### config.mk
export PLATFORM = sky130hd
export DESIGN_NAME = cdb_arbiter
export DESIGN_NICKNAME = d
export VERILOG_FILES = /design/src/rtl/cdb_arbiter.sv
export SDC_FILE = /design/constraint.sdc
export NUM_CORES = 1
export LEC_CHECK = 0
export CAP_MARGIN = 30
export CORE_UTILIZATION = 37
export DETAILED_ROUTE_END_ITERATION = 6
export GPL_ROUTABILITY_DRIVEN = 1
export PLACE_DENSITY = 0.87
export SLEW_MARGIN = 5
export SYNTH_ARGS = -nofsm -noshare
export SYNTH_HDL_FRONTEND = slang
export SYNTH_SLANG_ARGS = --single-unit
### constraint.sdc
create_clock -name clk -period 5.9 [get_ports clk]
set_input_delay 0.59 -clock clk [delete_from_list [all_inputs] [get_ports clk]]
set_output_delay 0.59 -clock clk [all_outputs]
set_load 0.01 [all_outputs]
### src/rtl/cdb_arbiter.sv
// -----------------------------------------------------------------------------
// cdb_arbiter
// Arbitrates the single Common Data Bus between result producers: the ALU
// reservation stations (indices 0..N_REQ-2) and the load/store queue
// (index N_REQ-1). At most one producer is granted per cycle, round-robin,
// and the winner's ROB tag, value and branch outcome are broadcast on the
// following clock edge.
//
// Ports:
//   clk           rising-edge clock
//   rst_n         asynchronous active-low reset
//   req_valid     per-requester "result available"
//   req_tag       per-requester ROB tag, slice i = [i*TAG_W +: TAG_W]
//   req_value     per-requester result, slice i = [i*DATA_W +: DATA_W]
//   req_br_taken  per-requester resolved branch outcome
//   req_ready     one-hot grant (combinational, zero while in reset)
//   flush         mispredict flush: no grant this cycle
//   cdb_valid     registered broadcast valid
//   cdb_tag       registered broadcast ROB tag
//   cdb_value     registered broadcast value
//   cdb_br_taken  registered broadcast branch outcome
//   cdb_src       registered index of the granted requester
//   err_tag0      sticky: a valid request was presented with tag 0
//
// Build option:
//   CDB_LOAD_PRIORITY_EN  when defined, the LSQ wins whenever eligible
//                         (without moving the round-robin pointer), bounded
//                         by a starvation counter that masks the LSQ for one
//                         arbitration after 8 contested wins.
// -----------------------------------------------------------------------------
module cdb_arbiter #(
   parameter int N_REQ  = 5,
   parameter int TAG_W  = 4,
   parameter int DATA_W = 32,
   parameter int SRC_W  = $clog2(N_REQ)
) (
   input  logic                      clk,
   input  logic                      rst_n,
   input  logic [N_REQ-1:0]          req_valid,
   input  logic [N_REQ*TAG_W-1:0]    req_tag,
   input  logic [N_REQ*DATA_W-1:0]   req_value,
   input  logic [N_REQ-1:0]          req_br_taken,
   output logic [N_REQ-1:0]          req_ready,
   input  logic                      flush,
   output logic                      cdb_valid,
   output logic [TAG_W-1:0]          cdb_tag,
   output logic [DATA_W-1:0]         cdb_value,
   output logic                      cdb_br_taken,
   output logic [SRC_W-1:0]          cdb_src,
   output logic                      err_tag0
);

   localparam logic [SRC_W-1:0] LSQ_IDX = SRC_W'(N_REQ - 1);

   // Tag 0 marks an invalid ROB entry and can never be broadcast.
   function automatic logic tag_is_zero(input logic [TAG_W-1:0] tag);
      return (tag == {TAG_W{1'b0}});
   endfunction

   logic [N_REQ-1:0]  tag0_hit_s;
   logic [N_REQ-1:0]  elig_s;
   logic [N_REQ-1:0]  arb_elig_s;
   logic [N_REQ-1:0]  grant_s;
   logic              lsq_prio_s;
   logic              hi_found_s;
   logic              lo_found_s;
   logic [SRC_W-1:0]  hi_idx_s;
   logic [SRC_W-1:0]  lo_idx_s;
   logic              win_found_s;
   logic [SRC_W-1:0]  win_idx_s;
   logic [SRC_W-1:0]  rr_next_s;
   logic              transfer_s;
   logic              ptr_upd_s;
   logic [TAG_W-1:0]  sel_tag_s;
   logic [DATA_W-1:0] sel_value_s;
   logic              sel_br_s;

   logic [SRC_W-1:0]  rr_ptr_r;
   logic              cdb_valid_r;
   logic [TAG_W-1:0]  cdb_tag_r;
   logic [DATA_W-1:0] cdb_value_r;
   logic              cdb_br_taken_r;
   logic [SRC_W-1:0]  cdb_src_r;
   logic              err_tag0_r;

   // Eligibility: valid, non-zero tag, and no flush in progress.
   always_comb begin
      tag0_hit_s = {N_REQ{1'b0}};
      for (int i = 0; i < N_REQ; i++) begin
         tag0_hit_s[i] = req_valid[i] & tag_is_zero(req_tag[i*TAG_W +: TAG_W]);
      end
      elig_s = req_valid & ~tag0_hit_s & {N_REQ{~flush}};
   end

`ifdef CDB_LOAD_PRIORITY_EN
   logic [3:0] starve_cnt_r;
   logic       lsq_mask_s;
   logic       others_elig_s;

   // After 8 contested LSQ wins the LSQ sits out one arbitration.
   assign lsq_mask_s    = (starve_cnt_r == 4'd8);
   assign others_elig_s = |elig_s[N_REQ-2:0];
   assign lsq_prio_s    = elig_s[N_REQ-1] & ~lsq_mask_s;
   assign arb_elig_s    = elig_s & {~lsq_mask_s, {(N_REQ-1){1'b1}}};

   // Starvation counter: counts LSQ wins that blocked another eligible requester.
   always_ff @(posedge clk or negedge rst_n) begin
      if (!rst_n) begin
         starve_cnt_r <= 4'd0;
      end else if (lsq_mask_s) begin
         starve_cnt_r <= 4'd0;
      end else if (lsq_prio_s && others_elig_s) begin
         starve_cnt_r <= starve_cnt_r + 4'd1;
      end
   end
`else
   assign lsq_prio_s = 1'b0;
   assign arb_elig_s = elig_s;
`endif

   // Round-robin search split in two: first eligible at or above the pointer,
   // else first eligible from index 0 (the wrap-around case). Scanning from
   // the top down lets the lowest matching index win.
   always_comb begin
      hi_found_s = 1'b0;
      hi_idx_s   = {SRC_W{1'b0}};
      lo_found_s = 1'b0;
      lo_idx_s   = {SRC_W{1'b0}};
      for (int i = N_REQ - 1; i >= 0; i--) begin
         hi_found_s = (arb_elig_s[i] && (SRC_W'(i) >= rr_ptr_r)) ? 1'b1 : hi_found_s;
         hi_idx_s   = (arb_elig_s[i] && (SRC_W'(i) >= rr_ptr_r)) ? SRC_W'(i) : hi_idx_s;
         lo_found_s = arb_elig_s[i] ? 1'b1 : lo_found_s;
         lo_idx_s   = arb_elig_s[i] ? SRC_W'(i) : lo_idx_s;
      end
   end

   // Winner selection: LSQ priority (if built in), then round-robin.
   always_comb begin
      win_found_s = 1'b0;
      win_idx_s   = {SRC_W{1'b0}};
      if (lsq_prio_s) begin
         win_found_s = 1'b1;
         win_idx_s   = LSQ_IDX;
      end else if (hi_found_s) begin
         win_found_s = 1'b1;
         win_idx_s   = hi_idx_s;
      end else if (lo_found_s) begin
         win_found_s = 1'b1;
         win_idx_s   = lo_idx_s;
      end else begin
         win_found_s = 1'b0;
         win_idx_s   = {SRC_W{1'b0}};
      end
   end

   assign grant_s    = win_found_s ? ({{(N_REQ-1){1'b0}}, 1'b1} << win_idx_s) : {N_REQ{1'b0}};
   // Grants are suppressed while reset is asserted.
   assign req_ready  = grant_s & {N_REQ{rst_n}};
   assign transfer_s = |(req_valid & req_ready);
   assign rr_next_s  = (win_idx_s == LSQ_IDX) ? {SRC_W{1'b0}} : (win_idx_s + SRC_W'(1));
   // A priority LSQ win leaves the round-robin order untouched.
   assign ptr_upd_s  = transfer_s & ~lsq_prio_s;

   // Payload mux driven by the one-hot grant.
   always_comb begin
      sel_tag_s   = {TAG_W{1'b0}};
      sel_value_s = {DATA_W{1'b0}};
      sel_br_s    = 1'b0;
      for (int i = 0; i < N_REQ; i++) begin
         sel_tag_s   = sel_tag_s   | (grant_s[i] ? req_tag[i*TAG_W +: TAG_W]     : {TAG_W{1'b0}});
         sel_value_s = sel_value_s | (grant_s[i] ? req_value[i*DATA_W +: DATA_W] : {DATA_W{1'b0}});
         sel_br_s    = sel_br_s    | (grant_s[i] & req_br_taken[i]);
      end
   end

   // Round-robin pointer: moves past the winner, holds otherwise.
   always_ff @(posedge clk or negedge rst_n) begin
      if (!rst_n) begin
         rr_ptr_r <= {SRC_W{1'b0}};
      end else if (ptr_upd_s) begin
         rr_ptr_r <= rr_next_s;
      end
   end

   // Broadcast register: payload captured on transfer, held when idle.
   always_ff @(posedge clk or negedge rst_n) begin
      if (!rst_n) begin
         cdb_valid_r    <= 1'b0;
         cdb_tag_r      <= {TAG_W{1'b0}};
         cdb_value_r    <= {DATA_W{1'b0}};
         cdb_br_taken_r <= 1'b0;
         cdb_src_r      <= {SRC_W{1'b0}};
      end else begin
         cdb_valid_r <= transfer_s;
         if (transfer_s) begin
            cdb_tag_r      <= sel_tag_s;
            cdb_value_r    <= sel_value_s;
            cdb_br_taken_r <= sel_br_s;
            cdb_src_r      <= win_idx_s;
         end
      end
   end

   // Sticky tag-0 error flag, cleared only by reset.
   always_ff @(posedge clk or negedge rst_n) begin
      if (!rst_n) begin
         err_tag0_r <= 1'b0;
      end else if (|tag0_hit_s) begin
         err_tag0_r <= 1'b1;
      end
   end

   assign cdb_valid    = cdb_valid_r;
   assign cdb_tag      = cdb_tag_r;
   assign cdb_value    = cdb_value_r;
   assign cdb_br_taken = cdb_br_taken_r;
   assign cdb_src      = cdb_src_r;
   assign err_tag0     = err_tag0_r;

endmodule

==> flow_metrics.env, run 1 <==
export IMPL_outcome="completed"
export IMPL_post_route_period_util_pct=83.8
export IMPL_whs_ps=275
export IMPL_grt_max_degree=45
export IMPL_setup_slack_ps=953
export IMPL_drt_wl_total_mm=12.5
export IMPL_hold_class="in -> async"
export IMPL_rsz0062_at_grt="no"
export IMPL_synth_top_area_cell="dfrtp_1"
export IMPL_clock_sinks=45
export IMPL_critPathRequiredTime_ps=5310
export IMPL_track_usage_pct=27.1
export IMPL_grt_overflow=0
export IMPL_path_max_fanout=18
export IMPL_ant_nets=0
export IMPL_clock_path_buffers=2
export IMPL_via_count=3756
export IMPL_p_total_mw=1.96
export IMPL_ios=240
export IMPL_wire_per_inst_um=19.8
export IMPL_crit_path_cell_trace="clkdlybuf4s50_1 > or4_1 > and2_1 > a21boi_0 > nor2_1 > o2bb2ai_1 > inv_1 > ha_1 > o2111a_1 > and2_1 > clkdlybuf4s50_1"
export IMPL_synth_seq_cells=45
export IMPL_drcViolationCount=0
export IMPL_rows=33
export IMPL_synthTopCellsByArea="dfrtp_1, a222oi_1, a32oi_1, mux2_2, nand2_1"
export IMPL_peakVddDrop_mv=0.187
export IMPL_clock_skew_ps=5.49
export IMPL_cts_buffers=5
export IMPL_die_w_um=94.3
export IMPL_setup_tns_ps=0
export IMPL_core_um2=8220
export IMPL_synth_xor_area_share_pct=0
export IMPL_rr_worst_depth=10
export IMPL_synthArstFlopShare_pct=100
export IMPL_synth_compound_area_share_pct=29.6
export IMPL_slew_viol_final=0
export IMPL_grt_first_pass_wirelength_mm=18.5
export IMPL_drtIter0Drc=266
export IMPL_floorplan_initialDensity_pct=38.4
export IMPL_hold_viol_final=0
export IMPL_drv_cap=0
export IMPL_viasPerCell=5.91
export IMPL_critical_path_slowest_cell="o2111a_1"
export IMPL_holdBufCountCts=0
export IMPL_power_density_nw_per_um2=343
export IMPL_grt_pass1_vias=3847
export IMPL_worst_pin_slew_ps=836
export IMPL_dpl_instance_area_um2=5610
export IMPL_synth_yosys_warnings=0
export IMPL_htreeDepth=2
export IMPL_mappedNetlistNets=501
export IMPL_stdcell_area_um2=5700
export IMPL_area_delta_synth_final_pct=80.7
export IMPL_synthesis_instances=305
export IMPL_switching_share_pct=37.5
export IMPL_power_sequential_fraction_pct=27.6
export IMPL_antenna_found_initial=0
export IMPL_place_congestion=0.888
export IMPL_rrSetupSlack_ps=1990
export IMPL_synth_mux_area_share_pct=16.2
export IMPL_arrival_ps=4360
export IMPL_ys_flop_type="dfrtp_1"
export IMPL_synth_top_area_share_pct=35.7
export IMPL_ctsResizeCount=0
export IMPL_p_sw_uw=734
export IMPL_crit_type="in -> out"
export IMPL_diodes=0
export IMPL_worstSetupEndpointType="output pin"
export IMPL_post_place_ws_ps=952
export IMPL_power_leakage_nw=2.27
export IMPL_p_comb_share_pct=62.9
export IMPL_clk_pin_slew_ps=80
export IMPL_synth_simple_area_share_pct=11.6
export IMPL_synth_cell_types=44
export IMPL_root_buffer="clkbuf_8"
export IMPL_drive_gt1_share_pct=10.9
export IMPL_slew_headroom_pct=44.3
export IMPL_first_pass_iters=7
export IMPL_internal_power_mw=1.22
export IMPL_post_route_min_period_ps=4950
export IMPL_post_cts_setup_buffers=0
export IMPL_setup_violations=0
export IMPL_max_stage_delay_ps=710
export IMPL_fmax_mhz=202
export IMPL_netlist_area_um2=3150
export IMPL_start_kind="input pin"
export IMPL_r2r_end="cdb_value[26]$_DFFE_PN0P_"
export IMPL_fin_nets=726
export IMPL_syn_area_per_cell_um2=10.3
export IMPL_synth_seq_area_share_pct=35.7
export IMPL_insertion_delay_ps=280
export IMPL_io_buffers=239
export IMPL_cts_tree="yes"
export IMPL_synth_edf_count=0
export IMPL_dieHeight_um=94.3
export IMPL_synth_fa_ha_area_share_pct=1.19
export IMPL_synth_top_family_by_area="compound AO/OA/AOI/OAI gates"
export IMPL_place_hpwl_mm=9.78
export IMPL_dieArea_um2=8900
export IMPL_clkPwrFrac_pct=9.5
export IMPL_r2r_start="rr_ptr_r[1]$_DFFE_PN0P_"
[cell usage in the layout (no fill, tap or decap), types with 7 or more instances in the layout]
cell type	count
a222oi_1	37
mux2_2	20
mux2_4	10
clkdlybuf4s50_1	238
dfrtp_1	45
a32oi_1	38
inv_1	9
nand2_1	45
mux2_1	12
buf_4	7
[stage by stage]
step                std cells  util [%]
floorplan                 305         -
global placement          628      68.3
detailed placement        628      68.3
CTS                       635      69.4
global route              635      69.4
finish                    635      69.4
[flip-flops by register name (all words and copies together), names as in the netlist]
name,flops
cdb_value,32
cdb_valid,1
rr_ptr_r,3
cdb_src,3
cdb_br_taken,1
cdb_tag,4
err_tag0,1
[how the worst max path moves through the flow]
stage                     start                        end  slack (ps)  cells after the start
finish              req_tag[12]               req_ready[4]         950                     11
global route        req_tag[12]               req_ready[4]         800                     11
CTS                 req_tag[12]               req_ready[4]         960                     11
detailed placement  req_tag[12]  cdb_value[26]$_DFFE_PN0P_         950                     13
global placement    req_tag[12]               req_ready[4]        1150                     11
floorplan           req_tag[12]               req_ready[3]        2020                     12
[logic make-up (layout without fill, tap and decap cells)]
logic type / Yosys count / after routing
AND/OR/NAND/NOR: 77 / 77
adder cells (fa/ha/maj): 3 / 3
flip-flops: 45 / 45
multiplexers: 42 / 42
buffers and inverters: 37 / 262
AO/OA/AOI/OAI: 101 / 101
[final cells by class]
class	count	area, µm²
timing repair buffer	246	2440
sequential	45	1130
fill	604	2520
tap	105	131
clock buffer	7	86.3
multi-input combinational	223	1880
inverter	9	33.8
[routing by layer]
metal,GRT usage [%],vias to the layer above,share of wire (%)
met5,0,-,0
met1,30.9,1798,37
li1,-,1715,-
met3,6.44,28,8.5
met2,48.1,215,51
met4,11.4,0,2.8
[worst max-delay path: cells and delay by family]
| kind | cells | cell delay [ps] |
|---|---|---|
| AOI/OAI and AO/OA | 3 | 1330 |
| and+or+nand+nor | 4 | 1120 |
| buffers and inverters | 3 | 1100 |
| adders and majority gates | 1 | 220 |
[cell usage after synthesis, drive strengths merged, types with 3 or more instances]
cell / count
nor2: 6
inv: 9
dfrtp: 45
nand2: 45
or4: 5
a222oi: 37
ha: 3
nand3: 3
nor3: 3
mux2: 42
o21ai: 3
nor2b: 5
buf: 13
a21oi: 4
clkbuf: 15
a32oi: 39
and2: 4
[power by group through the flow]
stage	Sequential (mW)	Combinational (mW)	Clock [mW]
after detailed placement	0.546	1.23	0
final	0.541	1.23	0.185
after CTS	0.542	1.24	0.193
after floorplan	0.590	0.613	0
after global placement	0.538	1.20	0
after global routing	0.560	1.32	0.205
Note: power is estimated with default switching activity, not from simulation.
==> run 2, diff against run 1 <==
Settings changed: CORE_UTILIZATION 37 to 31, PLACE_DENSITY 0.87 to 0.78.
Clock period 5.9 ns to 4.1 ns, I/O delays scaled along.
==> flow_metrics.env, run 2 (same netlist as run 1, synthesis figures left out) <==
export IMPL_outcome="finished, violations left"
export IMPL_violations="design-rule violations"
export IMPL_critPathRequiredTime_ps=3690
export IMPL_cts_tree="yes"
export IMPL_viasPerCell=5.63
export IMPL_dieArea_um2=10600
export IMPL_grt_use_met2_pct=41.5
export IMPL_regArea_um2=1130
export IMPL_critical_path_top_delay_family="buffers and inverters"
export IMPL_cts_buffers=5
export IMPL_grt_pass1_vias=3723
export IMPL_final_cell_mix="clkdlybuf4s50_1, nand2_1, dfrtp_1"
export IMPL_max_stage_delay_ps=600
export IMPL_grt_max_degree=45
export IMPL_hold_class="in -> async"
export IMPL_path_max_fanout=6
export IMPL_place_hpwl_mm=9.95
export IMPL_crit_path_cell_trace="clkdlybuf4s50_1 > or4_1 > and2_1 > a21boi_0 > nor2_1 > o2bb2ai_1 > inv_1 > ha_1 > o2111a_1 > and2_1 > clkdlybuf4s50_1"
export IMPL_clk_pin_slew_ps=90
export IMPL_whs_ps=136
export IMPL_grt_overflow=0
export IMPL_drt_wl_total_mm=12.9
export IMPL_antenna_found_initial=0
export IMPL_dieHeight_um=103
export IMPL_drtIter0Drc=239
export IMPL_slew_headroom_pct=57.1
export IMPL_diodes=0
export IMPL_drv_cap=0
export IMPL_arrival_ps=3520
export IMPL_peakVddDrop_mv=0.217
export IMPL_fmax_mhz=254
export IMPL_clock_sinks=45
export IMPL_ios=240
export IMPL_critPathBufInv=3
export IMPL_drive_gt1_share_pct=12.6
export IMPL_power_leakage_nw=2.32
export IMPL_worst_pin_slew_ps=643
export IMPL_first_pass_iters=7
export IMPL_layout_commonest_cell="clkdlybuf4s50_1"
export IMPL_nFillCells=859
export IMPL_top_usage_layer="met2"
export IMPL_hold_viol_final=0
export IMPL_ant_nets=0
export IMPL_track_usage_pct=22.3
export IMPL_clock_path_buffers=2
export IMPL_floorplan_initialDensity_pct=32.1
export IMPL_post_route_period_util_pct=95.9
export IMPL_clock_skew_ps=11.1
export IMPL_dpl_instance_area_um2=5740
export IMPL_holdBufCountCts=0
export IMPL_ctsResizeCount=0
export IMPL_wire_per_inst_um=19.1
export IMPL_worstSetupEndpointType="output pin"
export IMPL_setup_violations=0
export IMPL_rows=36
export IMPL_grtUsageMet1_pct=25.7
export IMPL_htreeDepth=2
export IMPL_stdcell_area_um2=5830
export IMPL_area_delta_synth_final_pct=84.7
export IMPL_crit_type="in -> out"
export IMPL_io_buffers=239
export IMPL_start_kind="input pin"
export IMPL_critical_path_slowest_cell="or4_1"
export IMPL_via_count=3796
export IMPL_core_um2=9820
export IMPL_power_density_nw_per_um2=493
export IMPL_met3_usage_pct=5.08
export IMPL_grt_first_pass_wirelength_mm=18.2
export IMPL_post_route_min_period_ps=3930
export IMPL_multiInputGateArea_um2=1890
export IMPL_die_w_um=103
export IMPL_largest_reg_flops=32
export IMPL_rrSetupSlack_ps=940
export IMPL_place_congestion=0.863
export IMPL_slew_viol_final=0
export IMPL_drcViolationCount=9
export IMPL_insertion_delay_ps=300
export IMPL_root_buffer="clkbuf_8"
export IMPL_fin_nets=736
[run 2: path summary, 6_finish.rpt]
kind,from,end,cells past startpoint
max,req_tag[12],req_ready[4],11
min,rst_n,rr_ptr_r[2]$_DFFE_PN0P_,1
max reg2reg,rr_ptr_r[0]$_DFFE_PN0P_,cdb_value[27]$_DFFE_PN0P_,12
min reg2reg,cdb_tag[2]$_DFFE_PN0P_,cdb_tag[2]$_DFFE_PN0P_,1
max in group asynchronous,rst_n,cdb_value[19]$_DFFE_PN0P_,2
min in group clk,cdb_tag[2]$_DFFE_PN0P_,cdb_tag[2]$_DFFE_PN0P_,1
[run 2: cell type report]
cell class	count	share of cell area [%]
repair buffers	256	43.4
multi-input cells	223	32.4
flip-flops and latches	45	19.3
well taps	133	2.86
clock buffers	7	1.31
inverters	9	0.580
clock inverters	1	0.129
[run 2: power breakdown]
group	total (mW)	internal (mW)	leakage, nW	switching, mW
clock	0.271	0.121	0.0385	0.150
combinational	1.83	1.02	1.73	0.816
sequential	0.770	0.650	0.554	0.121
[run 2: timing repair]
item,CTS,global route
hold endpoints to repair,0,0
endpoints found under the setup margin,0,1
buffers inserted,0,1
[run 2: per-layer routing]
| layer | share of wire [%] | wire [µm] | vias to the layer above |
|---|---|---|---|
| met5 | 0 | 0 | - |
| met4 | 1.3 | 162 | 0 |
| met3 | 9.0 | 1160 | 15 |
| met2 | 52 | 6630 | 201 |
| met1 | 38 | 4910 | 1849 |
| li1 | - | - | 1731 |
[run 2: metrics by stage]
| step | util (%) | TNS (ps) | worst slack (ps) | std cells | power [mW] |
|---|---|---|---|---|---|
| 6_report | 59.3 | 0 | 169 | 674 | 2.87 |
| 5_1_grt | 59.3 | -3.88 | -3.88 | 674 | 3.06 |
| 4_1_cts | 59.3 | 0 | 103 | 673 | 2.89 |
| 3_5_place_dp | 58.4 | 0 | 91.5 | 665 | 2.61 |
| 3_3_place_gp | 58.4 | 0 | 146 | 665 | 2.56 |
| 2_1_floorplan | - | 0 | 580 | 305 | 1.73 |
==> run 3, diff against run 2 <==
Settings changed: PLACE_DENSITY 0.78 to 0.89.
==> flow_metrics.env, run 3 (same netlist as run 1, synthesis figures left out) <==
export IMPL_outcome="finished, violations left"
export IMPL_violations="design-rule violations"
export IMPL_cts_buffers=5
export IMPL_slew_viol_final=0
export IMPL_grt_pass1_vias=3728
export IMPL_ios=240
export IMPL_drtIter0Drc=288
export IMPL_start_kind="input pin"
export IMPL_via_count=3871
export IMPL_htreeDepth=2
export IMPL_hold_class="reg -> reg"
export IMPL_root_buffer="clkbuf_8"
export IMPL_die_w_um=103
export IMPL_crit_type="in -> out"
export IMPL_area_delta_synth_final_pct=87.9
export IMPL_path_max_fanout=31
export IMPL_track_usage_pct=25.3
export IMPL_cts_tree="yes"
export IMPL_p_comb_share_pct=62.6
export IMPL_drv_cap=0
export IMPL_power_density_nw_per_um2=508
export IMPL_dieHeight_um=103
export IMPL_internal_power_mw=1.89
export IMPL_stdcell_count=679
export IMPL_rrSetupSlack_ps=580
export IMPL_grt_max_degree=40
export IMPL_clock_sinks=45
export IMPL_clkPwrFrac_pct=11.8
export IMPL_fmax_mhz=252
export IMPL_slew_headroom_pct=64.0
export IMPL_viasPerCell=5.70
export IMPL_dieArea_um2=10600
export IMPL_grt_overflow=0
export IMPL_worstSetupEndpointType="output pin"
export IMPL_clock_path_buffers=2
export IMPL_arrival_ps=3550
export IMPL_setup_tns_ps=0
export IMPL_drt_wl_total_mm=14.1
export IMPL_rsz0062_at_grt="no"
export IMPL_power_leakage_nw=2.37
export IMPL_wire_per_inst_um=20.8
export IMPL_grt_first_pass_wirelength_mm=20.0
export IMPL_peakVddDrop_mv=0.246
export IMPL_setup_slack_ps=139
export IMPL_floorplan_initialDensity_pct=32.1
export IMPL_drcViolationCount=8
export IMPL_switching_share_pct=37.2
export IMPL_hold_viol_final=0
export IMPL_io_buffers=239
export IMPL_power_sequential_fraction_pct=25.6
export IMPL_antenna_found_initial=1
export IMPL_place_hpwl_mm=11.1
export IMPL_drive_gt1_share_pct=13.8
export IMPL_fin_nets=739
export IMPL_core_um2=9820
export IMPL_p_sw_mw=1.12
export IMPL_final_cell_mix="clkdlybuf4s50_1, nand2_1, dfrtp_1"
export IMPL_clk_pin_slew_ps=80
export IMPL_largest_reg_flops=32
export IMPL_rows=36
export IMPL_place_congestion=0.850
export IMPL_post_route_min_period_ps=3960
export IMPL_post_cts_setup_buffers=0
export IMPL_worst_pin_slew_ps=539
export IMPL_post_place_ws_ps=-56.5
export IMPL_layout_commonest_cell="clkdlybuf4s50_1"
export IMPL_insertion_delay_ps=300
export IMPL_setup_violations=0
export IMPL_first_pass_iters=7
export IMPL_clock_skew_ps=8.46
export IMPL_placedCellCount=668
export IMPL_post_route_period_util_pct=96.6
export IMPL_ant_nets=0
export IMPL_critPathRequiredTime_ps=3690
## run 3: repair_timing
item	in CTS	in global routing
endpoints found under the hold margin	7	0
hold buffers	1	0
endpoints found under the setup margin	0	2
gates resized for setup	0	2
## run 3: routing by layer
layer  vias up  GRT usage, %  routed length [µm]
met4         0          7.80                 240
met5         -             0                   0
li1       1747             -                   -
met1      1882          30.3                5410
met2       224          44.5                7200
met3        18          6.31                1280
## run 3: final cells by class
| class | count | area, µm² |
|---|---|---|
| inverters | 9 | 33.8 |
| repair buffers | 259 | 2580 |
| multi-input cells | 223 | 1900 |
| diodes | 2 | 5.00 |
| clock inverters | 2 | 37.5 |
| clock buffers | 6 | 82.6 |
| flip-flops and latches | 45 | 1130 |
| fillers | 817 | 3890 |
| well taps | 133 | 166 |
## run 3: final timing paths
check                           cells past startpoint                   endpoint                      start
worst max-delay path                                9               req_ready[2]                req_tag[12]
min in group asynchronous                           2     cdb_tag[3]$_DFFE_PN0P_                      rst_n
worst max register to register                     13    rr_ptr_r[0]$_DFFE_PN0P_    rr_ptr_r[1]$_DFFE_PN0P_
worst min register to register                      1  cdb_value[31]$_DFFE_PN0P_  cdb_value[31]$_DFFE_PN0P_
worst min-delay path                                1  cdb_value[31]$_DFFE_PN0P_  cdb_value[31]$_DFFE_PN0P_
max in group asynchronous                           3       err_tag0$_DFFE_PN0P_                      rst_n
## run 3: power groups by stage
stage,clock network [mW],logic (mW),registers [mW]
floorplan,0,0.882,0.848
global placement,0,1.82,0.771
detailed placement,0,1.88,0.777
CTS,0.363,1.89,0.772
global route,0.382,2.03,0.797
finish,0.354,1.88,0.771
## run 3: worst max-delay path: stages
cell and delay [ps]:
clkdlybuf4s50_1 430, or4_1 580, a22o_1 310, nor3b_2 200
o21ai_4 180, buf_4 390, a21oi_2 180, nor3_1 260
clkdlybuf4s50_1 590
## run 3: metrics by stage
step	power [mW]	cell area, µm²	hold WS (ps)	utilization [%]
floorplan	1.73	3150	114	-
global placement	2.60	5780	277	58.9
detailed placement	2.66	5780	288	58.9
CTS	3.02	5910	503	60.2
global route	3.21	5920	519	60.3
finish	3.01	5930	502	60.3
